$ cat src/rtl/mc_mips_core_p.sv
// Multi-cycle MIPS core: shared-memory datapath and control FSM in one block,
// with a req/ready memory handshake, illegal-instruction halt and retire pulse.

module mc_mips_core_p #(
    parameter int unsigned ADDR_W   = 32,
    parameter logic [31:0] RESET_PC = 32'h0000_0000,
    parameter int unsigned NREG     = 32
) (
    input  logic              clk,
    input  logic              rst,
    output logic              mem_req,
    output logic              mem_we,
    output logic [ADDR_W-1:0] mem_addr,
    output logic [31:0]       mem_wdata,
    input  logic [31:0]       mem_rdata,
    input  logic              mem_ready,
    output logic              retire,
    output logic              halted,
    output logic [ADDR_W-1:0] pc_dbg
);

    localparam int unsigned RW = $clog2(NREG);
    localparam logic [ADDR_W-1:0] PC_STEP = ADDR_W'(4);

    localparam logic [5:0] OP_RTYPE = 6'b000000;
    localparam logic [5:0] OP_J     = 6'b000010;
    localparam logic [5:0] OP_JAL   = 6'b000011;
    localparam logic [5:0] OP_BEQ   = 6'b000100;
    localparam logic [5:0] OP_ADDI  = 6'b001000;
    localparam logic [5:0] OP_LW    = 6'b100011;
    localparam logic [5:0] OP_SW    = 6'b101011;

    localparam logic [5:0] FN_JR  = 6'b001000;
    localparam logic [5:0] FN_ADD = 6'b100000;
    localparam logic [5:0] FN_SUB = 6'b100010;
    localparam logic [5:0] FN_AND = 6'b100100;
    localparam logic [5:0] FN_OR  = 6'b100101;
    localparam logic [5:0] FN_SLT = 6'b101010;

    typedef enum logic [3:0] {
        S_FETCH, S_DECODE, S_EXEC_R, S_WB_R, S_EXEC_I, S_WB_I,
        S_MEMADR, S_MEMRD, S_WB_MEM, S_MEMWR,
        S_BRANCH, S_JUMP, S_JAL, S_JR, S_HALT
    } state_t;

    state_t            r_state;
    logic [ADDR_W-1:0] r_pc;
    logic [31:0]       r_ir;
    logic [31:0]       r_mdr;
    logic [31:0]       r_a;
    logic [31:0]       r_b;
    logic [31:0]       r_alu_out;
    logic [31:0]       r_rf [NREG];

    // Instruction fields
    logic [5:0]    w_op;
    logic [5:0]    w_funct;
    logic [RW-1:0] w_rs;
    logic [RW-1:0] w_rt;
    logic [RW-1:0] w_rd;
    logic [31:0]   w_imm_sext;
    logic [31:0]   w_br_off;
    logic [31:0]   w_pc32;
    logic [31:0]   w_jtarget32;
    logic [ADDR_W-1:0] w_pc_plus4;
    logic          w_unused_ok;

    assign w_op        = r_ir[31:26];
    assign w_funct     = r_ir[5:0];
    assign w_rs        = r_ir[21 +: RW];
    assign w_rt        = r_ir[16 +: RW];
    assign w_rd        = r_ir[11 +: RW];
    assign w_imm_sext  = {{16{r_ir[15]}}, r_ir[15:0]};
    assign w_br_off    = {w_imm_sext[29:0], 2'b00};
    assign w_pc32      = 32'(r_pc);
    assign w_jtarget32 = {w_pc32[31:28], r_ir[25:0], 2'b00};
    assign w_pc_plus4  = r_pc + PC_STEP;
    assign w_unused_ok = ^r_ir[10:6];

    // Control and datapath enables
    state_t            w_state_next;
    logic              w_req;
    logic              w_we;
    logic [ADDR_W-1:0] w_addr;
    logic              w_retire;
    logic              w_ir_we;
    logic              w_mdr_we;
    logic              w_ab_we;
    logic              w_alu_we;
    logic [31:0]       w_alu_next;
    logic              w_pc_we;
    logic [ADDR_W-1:0] w_pc_next;
    logic              w_rf_we;
    logic [RW-1:0]     w_rf_waddr;
    logic [31:0]       w_rf_wdata;

    // NOTE: every signal gets a default before the case so no path leaves one
    // unassigned; an incomplete assignment in always_comb would infer a latch.
    always_comb begin
        w_state_next = r_state;
        w_req        = 1'b0;
        w_we         = 1'b0;
        w_addr       = r_pc;
        w_retire     = 1'b0;
        w_ir_we      = 1'b0;
        w_mdr_we     = 1'b0;
        w_ab_we      = 1'b0;
        w_alu_we     = 1'b0;
        w_alu_next   = r_alu_out;
        w_pc_we      = 1'b0;
        w_pc_next    = w_pc_plus4;
        w_rf_we      = 1'b0;
        w_rf_waddr   = w_rt;
        w_rf_wdata   = r_alu_out;

        case (r_state)
            S_FETCH: begin
                w_req = 1'b1;
                if (mem_ready) begin
                    w_ir_we      = 1'b1;
                    w_pc_we      = 1'b1;
                    w_state_next = S_DECODE;
                end
            end
            S_DECODE: begin
                w_ab_we    = 1'b1;
                w_alu_we   = 1'b1;
                w_alu_next = w_pc32 + w_br_off;
                case (w_op)
                    OP_RTYPE:     w_state_next = (w_funct == FN_JR) ? S_JR : S_EXEC_R;
                    OP_LW, OP_SW: w_state_next = S_MEMADR;
                    OP_BEQ:       w_state_next = S_BRANCH;
                    OP_ADDI:      w_state_next = S_EXEC_I;
                    OP_J:         w_state_next = S_JUMP;
                    OP_JAL:       w_state_next = S_JAL;
                    default:      w_state_next = S_HALT;
                endcase
            end
            S_EXEC_R: begin
                w_alu_we     = 1'b1;
                w_state_next = S_WB_R;
                case (w_funct)
                    FN_ADD:  w_alu_next = r_a + r_b;
                    FN_SUB:  w_alu_next = r_a - r_b;
                    FN_AND:  w_alu_next = r_a & r_b;
                    FN_OR:   w_alu_next = r_a | r_b;
                    FN_SLT:  w_alu_next = ($signed(r_a) < $signed(r_b)) ? 32'd1 : 32'd0;
                    default: begin
                        w_alu_we     = 1'b0;
                        w_state_next = S_HALT;
                    end
                endcase
            end
            S_WB_R: begin
                w_rf_we      = 1'b1;
                w_rf_waddr   = w_rd;
                w_retire     = 1'b1;
                w_state_next = S_FETCH;
            end
            S_EXEC_I: begin
                w_alu_we     = 1'b1;
                w_alu_next   = r_a + w_imm_sext;
                w_state_next = S_WB_I;
            end
            S_WB_I: begin
                w_rf_we      = 1'b1;
                w_retire     = 1'b1;
                w_state_next = S_FETCH;
            end
            S_MEMADR: begin
                w_alu_we     = 1'b1;
                w_alu_next   = r_a + w_imm_sext;
                w_state_next = (w_op == OP_SW) ? S_MEMWR : S_MEMRD;
            end
            S_MEMRD: begin
                w_req  = 1'b1;
                w_addr = r_alu_out[ADDR_W-1:0];
                if (mem_ready) begin
                    w_mdr_we     = 1'b1;
                    w_state_next = S_WB_MEM;
                end
            end
            S_WB_MEM: begin
                w_rf_we      = 1'b1;
                w_rf_wdata   = r_mdr;
                w_retire     = 1'b1;
                w_state_next = S_FETCH;
            end
            S_MEMWR: begin
                w_req  = 1'b1;
                w_we   = 1'b1;
                w_addr = r_alu_out[ADDR_W-1:0];
                if (mem_ready) begin
                    w_retire     = 1'b1;
                    w_state_next = S_FETCH;
                end
            end
            S_BRANCH: begin
                if (r_a == r_b) begin
                    w_pc_we   = 1'b1;
                    w_pc_next = r_alu_out[ADDR_W-1:0];
                end
                w_retire     = 1'b1;
                w_state_next = S_FETCH;
            end
            S_JUMP: begin
                w_pc_we      = 1'b1;
                w_pc_next    = w_jtarget32[ADDR_W-1:0];
                w_retire     = 1'b1;
                w_state_next = S_FETCH;
            end
            S_JAL: begin
                w_pc_we      = 1'b1;
                w_pc_next    = w_jtarget32[ADDR_W-1:0];
                w_rf_we      = 1'b1;
                w_rf_waddr   = {RW{1'b1}};
                w_rf_wdata   = w_pc32;
                w_retire     = 1'b1;
                w_state_next = S_FETCH;
            end
            S_JR: begin
                w_pc_we      = 1'b1;
                w_pc_next    = r_a[ADDR_W-1:0];
                w_retire     = 1'b1;
                w_state_next = S_FETCH;
            end
            S_HALT:  w_state_next = S_HALT;
            default: w_state_next = S_HALT;
        endcase
    end

    // NOTE: sequential state uses non-blocking assignments so every register
    // samples its inputs as they were before the edge, independent of order.
    always_ff @(posedge clk or posedge rst) begin
        if (rst) begin
            r_state   <= S_FETCH;
            r_pc      <= RESET_PC[ADDR_W-1:0];
            r_ir      <= '0;
            r_mdr     <= '0;
            r_a       <= '0;
            r_b       <= '0;
            r_alu_out <= '0;
        end else begin
            r_state <= w_state_next;
            if (w_pc_we)  r_pc      <= w_pc_next;
            if (w_ir_we)  r_ir      <= mem_rdata;
            if (w_mdr_we) r_mdr     <= mem_rdata;
            if (w_alu_we) r_alu_out <= w_alu_next;
            if (w_ab_we) begin
                r_a <= r_rf[w_rs];
                r_b <= r_rf[w_rt];
            end
        end
    end

    // NOTE: the register file must come up all-zero, so it is built from
    // resettable flops rather than a RAM macro; entry 0 is never written.
    always_ff @(posedge clk or posedge rst) begin
        if (rst) begin
            for (int i = 0; i < NREG; i++) r_rf[i] <= '0;
        end else if (w_rf_we && (w_rf_waddr != '0)) begin
            r_rf[w_rf_waddr] <= w_rf_wdata;
        end
    end

    // Request and retire are forced low during reset even though FETCH is the reset state
    assign mem_req   = w_req & ~rst;
    assign mem_we    = w_we;
    assign mem_addr  = w_addr;
    assign mem_wdata = r_b;
    assign retire    = w_retire & ~rst;
    assign halted    = (r_state == S_HALT);
    assign pc_dbg    = r_pc;

endmodule

$ cat config.mk
export PLATFORM = sky130hd
export DESIGN_NAME = mc_mips_core_p
export DESIGN_NICKNAME = d
export VERILOG_FILES = /design/src/rtl/mc_mips_core_p.sv
export SDC_FILE = /design/constraint.sdc
export NUM_CORES = 2
export LEC_CHECK = 0
export CAP_MARGIN = 25
export CORE_UTILIZATION = 60
export CTS_BUF_LIST = sky130_fd_sc_hd__clkbuf_4
export DETAILED_ROUTE_END_ITERATION = 10
export PLACE_DENSITY = 0.77
export RECOVER_POWER = 100
export SLEW_MARGIN = 15
export SYNTH_ARGS = -nofsm -noshare
export SYNTH_HDL_FRONTEND = slang
export SYNTH_SLANG_ARGS = --single-unit
$ cat constraint.sdc
create_clock -name clk -period 107.8 [get_ports clk]
set_input_delay 10.78 -clock clk [delete_from_list [all_inputs] [get_ports clk]]
set_output_delay 10.78 -clock clk [all_outputs]
set_load 0.005 [all_outputs]
; ---- Word-level counts from Yosys, hierarchy flattened
; Cells that the tools add are included.
[totals]
regBits = 1220
in_bits = 35
out_inout_bits = 100
[classes]
n_addsub = 5
n_lt_le_gt_ge = 5
eq_ne = 31
mux = 37
n_bitwise = 9
n_reduce_logical = 19
[op_table]
columns = cell, n
row1 = 1024-bit bitwise mux, 1
row2 = 32-bit binary-select mux with 5-bit select, 2
row3 = 32-bit two-way mux, 7
row4 = 32-bit one-hot mux with 3 select lines, 2
row5 = 32-bit demux with 5-bit select, 1
row6 = 32-bit one-hot mux with 5 select lines, 1
row7 = 32-bit adder, 3
row8 = 32-bit one-hot mux with 2 select lines, 1
row9 = "6-bit equality test, second input constant", 7
row10 = "32-bit by 3-bit adder with 32-bit output, second input constant", 1
row11 = 32-bit bitwise AND, 1
row12 = 32-bit equality test, 1
row13 = 32-bit less-than comparator, 1
row14 = 32-bit OR, 1
row15 = 4-bit one-hot mux with 8 select lines, 1
row16 = 32-bit subtractor, 1
row17 = "4-bit equality test, second input constant", 7
row18 = 4-bit two-way mux, 6
row19 = 4-bit one-hot mux with 6 select lines, 1
row20 = "6-bit >= comparator, second input constant", 3
row21 = 5-bit inverter with 6-bit output, 3
row22 = "4-bit by 3-bit equality test with 1-bit output, second input constant", 4
row23 = "6-bit by 2-bit equality test with 1-bit output, second input constant", 2
row24 = "6-bit by 4-bit equality test with 1-bit output, second input constant", 2
row25 = other kinds (24), 46

; ---- Logic depth before layout (Yosys ltp)
[logic_depth]
ltp_word = 8
ltp_mapped = 14
depth_no_buf = 14

; ---- Least setup slack after synthesis
; No wires, ideal clock.
[synth_path]
path_type = input to output
start = input port rst
end = output port mem_req
t_arrival_ns = 37.762
required_ns = 97.020
setup_slack_ns = 59.258
path_stages = 2
path_cell_list = inv_1 -> and2_1
[synth_via]
elab_chain_cells = 2
[synth_rtl]
columns = element, line
row1 = start: declaration, 10  ; input logic rst,
row2 = 1-bit inverter, 267  ; assign mem_req = w_req & ~rst;
row3 = 1-bit bitwise AND, 267
row4 = end: declaration, 11  ; output logic mem_req,
; Every way passes these cells.

; ---- Final worst setup path
; Same ends and word-level chain as after synthesis.

==> results.md <==
- Status: complete, but fails checks
- Failing checks: design-rule violations, max-capacitance violations, max-slew violations
- Crit-path leading delay family: buffers and inverters
- Most instantiated library cell after synthesis: nand2_1
- WP data arrival: 17.77 ns
- Num rows: 124
- Largest net degree at the start of global routing: 184
- Global Route met3 Usage: 12.9%
- Via Count: 57,000
- Hold_buf cts: 0
- Pwr per Cell Area: 35.3 nW/um2
- Post-synthesis average cell area: 10.6 um2
- Vias in the first global route: 55,600
- GR Util met2: 59.1%
- Area share of the largest cell type after synthesis: 44.0%
- Maximum clock insertion buffer count: 4
- Synth area leaders: dfrtp_1 (44%), mux4_2 (21%), o21ai_0 (8.4%), nand2_1 (7.0%), ha_1 (2.8%)
- Clock root cell: clkbuf_4
- I/O pin count: 135
- Critical path launch point type: input port
- Pin slew with the least headroom to its limit: 10.17 ns
- Switching power: 1.22 mW
- Crit-path max FO: 118
- Htree depth: 5
- Slowest Stage Delay on Critical Path: 4.28 ns
- Total Routing Usage GR: 40.5%
- Synth warn: 0
- Setup violations, final: 0
- Max Clock Skew: 0.115 ns
- Seq pwr share: 32.8%
- DR vias/cell: 6.92
- Commonest cells post-synth: nand2_1 (1,285), dfrtp_1 (1,220), o21ai_0 (1,158)
- P_leak: 32.6 nW
- Clk slew on worst S/H paths: 0.06 ns
- RSZ-0062 raised after global routing: no
- Later-pin clock latency in the skew report: 1.31 ns
- Max Fclk: 35.0 MHz
- Combinational power share: 51.5%
- DRC violations left: 70
- Grt total ovfl: 0
- Sw Ratio: 46.1%
- Pwr Total: 2.65 mW
- Antenna-violating nets left: 0
- VDD IR max: 0.0000207 V
- Max cap viols: 62
- PortBufs: 134
- Synthesized area: 69,400 um2
- Min cycle time layout: 28.55 ns
- Busiest grt layer: met2
- Drt wl/cell: 28.4 um
- Worst setup EP type: output port
- Asr flop ratio synth: 100%
- Gate Count Post-Synth: 6,541
- First-pass GRT wire length: 349,000 um
- Setup TNS: 0 ns
- Sequential fraction of the synthesis area: 44.0%
- Register bit total from synthesis: 1,220
- Worst hold path class: flip-flop to flip-flop
- Full die area: 117,000 um2
- Initial antenna violation count: 12
- Layout cell share with drive strength beyond 1: 19.3%
- Core area: 115,000 um2
- Clock sink total: 1,220
- Register area: 30,600 um2
- CTS tree: done
- Post-DP HPWL: 143,000 um
- Multi-input gate area: 36,300 um2
- CTS buffer count: 330
- Final hold vios: 0
- Global Route met1 Usage: 53.8%
- Clock power frac: 15.7%
- Critical-path cell list: dlygate4sd3_1 > clkinvlp_2 > and2_1 > dlygate4sd3_1
- Netlist cell types: 91
- Post-synth EDFFs: 0
- Die H: 342 um
- Int Power: 1.43 mW
- Critical Path Most Common Cell: dlygate4sd3_1
- Setup Fix Bufs, Post-CTS: 0
- Die Wd: 342 um
- Largest area contributor in the netlist: dfrtp_1
- Area delta synth->final: 8.51%
- Synth Net Count: 6,737
- Detailed Routing Iterations Pass 1: 10
- Worst path bufs/invs: 3
- Max-slew violations: 2,982
- Period utilisation layout: 26.5%
- Routed wire length: 234,000 um
- Critical path class: input port to output port
- Gpl congestion: 1.05
- Worst path required time: 97.02 ns
- Final net count: 6,705
- Worst rel slew slack: -578%
- Resize count post-CTS: 0
- Initial Utilization: 60.6%
- Fillers: 8,764
- Slowest CP cell: clkinvlp_2
- 1st-iter DRT viols: 7,071
- Synth Flop Type: dfrtp_1
state kept, by name (all words and copies together) (netlist names):
name and cells:
r_rf 1024, r_ir 32, r_a 32, pc_dbg 32
mem_wdata 32, r_alu_out 32, r_mdr 32, r_state 4
final timing paths:
check / end / slack [ns] / from / cells after the start
min: r_rf[1019]$_DFFE_PP0P_ / 0.39 / r_rf[1019]$_DFFE_PP0P_ / 0
max in group asynchronous: r_rf[885]$_DFFE_PP0P_ / 80.10 / rst / 6
min reg2reg: r_rf[1019]$_DFFE_PP0P_ / 0.39 / r_rf[1019]$_DFFE_PP0P_ / 0
max reg2reg: r_a[31]$_DFFE_PP0P_ / 94.37 / r_ir[21]$_DFFE_PP0P_ / 6
max: mem_req / 79.25 / rst / 4
min in group asynchronous: r_ir[16]$_DFFE_PP0P_ / 11.72 / rst / 2
power groups by stage:
stage	Sequential [mW]	Combinational [mW]	Clock (mW)
after floorplan	0.759	0.960	0
after global placement	0.847	1.32	0
after detailed placement	0.865	1.34	0
after CTS	0.858	1.34	0.420
after global routing	0.885	1.46	0.443
final	0.870	1.37	0.417
cell usage in the layout (no fill, tap or decap), types with 15 or more instances in the layout:
master / synthesis / layout
a211oi_1: 30 / 31
a21o_1: 34 / 34
a21oi_1: 291 / 291
a221oi_1: 25 / 25
a22o_1: 27 / 27
a22oi_1: 15 / 15
a31oi_1: 28 / 28
and3_1: 20 / 20
buf_4: 3 / 36
clkbuf_1: 505 / 61
clkbuf_4: 0 / 459
clkdlybuf4s50_1: 0 / 44
clkinv_1: 2 / 62
dfrtp_1: 1220 / 1210
dlygate4sd3_1: 0 / 90
ha_1: 157 / 157
inv_1: 119 / 118
mux2_2: 66 / 56
mux2i_1: 100 / 100
mux4_2: 640 / 640
nand2_1: 1285 / 1259
nand2_4: 0 / 26
nand2b_1: 25 / 25
nand3_1: 47 / 44
nand4_1: 16 / 16
nor2_1: 225 / 224
nor2b_1: 15 / 15
nor3_1: 42 / 40
o211ai_1: 20 / 20
o21a_1: 17 / 18
o21ai_0: 1158 / 1171
o21bai_1: 19 / 19
o22ai_1: 25 / 25
o31ai_1: 18 / 19
or3_1: 15 / 15
xnor2_1: 43 / 43
xor2_1: 23 / 23
kinds of logic after synthesis:
kind of cell | after synthesis | share of synthesized area, %
buffers and inverters | 726 | 4.00
AND/OR/NAND/NOR | 1743 | 10.2
adder cells (fa/ha/maj) | 161 | 2.95
XOR/XNOR | 66 | 0.834
multiplexers | 806 | 23.3
flip-flops | 1220 | 44.0
AO/OA/AOI/OAI | 1819 | 14.7
layout make-up:
type / instances / area share, %
clock inverters: 84 / 0.765
clock buffers: 459 / 4.58
well taps: 1512 / 2.51
flip-flops and latches: 1220 / 40.6
repair buffers: 238 / 2.65
inverters: 124 / 0.620
diodes: 11 / 0.0366
multi-input cells: 4595 / 48.2
through the flow:
step / utilization (%) / cell area, um2 / cells / worst slack [ns] / hold slack [ns]
after floorplan: - / 69400 / 6541 / 59.26 / 0.441
after global placement: 62.5 / 71600 / 7673 / 84.29 / 0.376
after detailed placement: 62.5 / 71600 / 7675 / 84.28 / 0.384
after CTS: 66.0 / 75600 / 8218 / 84.27 / 0.397
after global routing: 65.7 / 75200 / 8238 / 76.98 / 0.410
final: 65.7 / 75300 / 8243 / 79.25 / 0.393
routing by layer:
metal,up-vias,wire length (um)
met4,14,15500
met5,-,80
met3,879,30600
met2,3806,103000
met1,28400,85100
li1,23900,-
No activity file was read; power rests on OpenSTA's default activity.
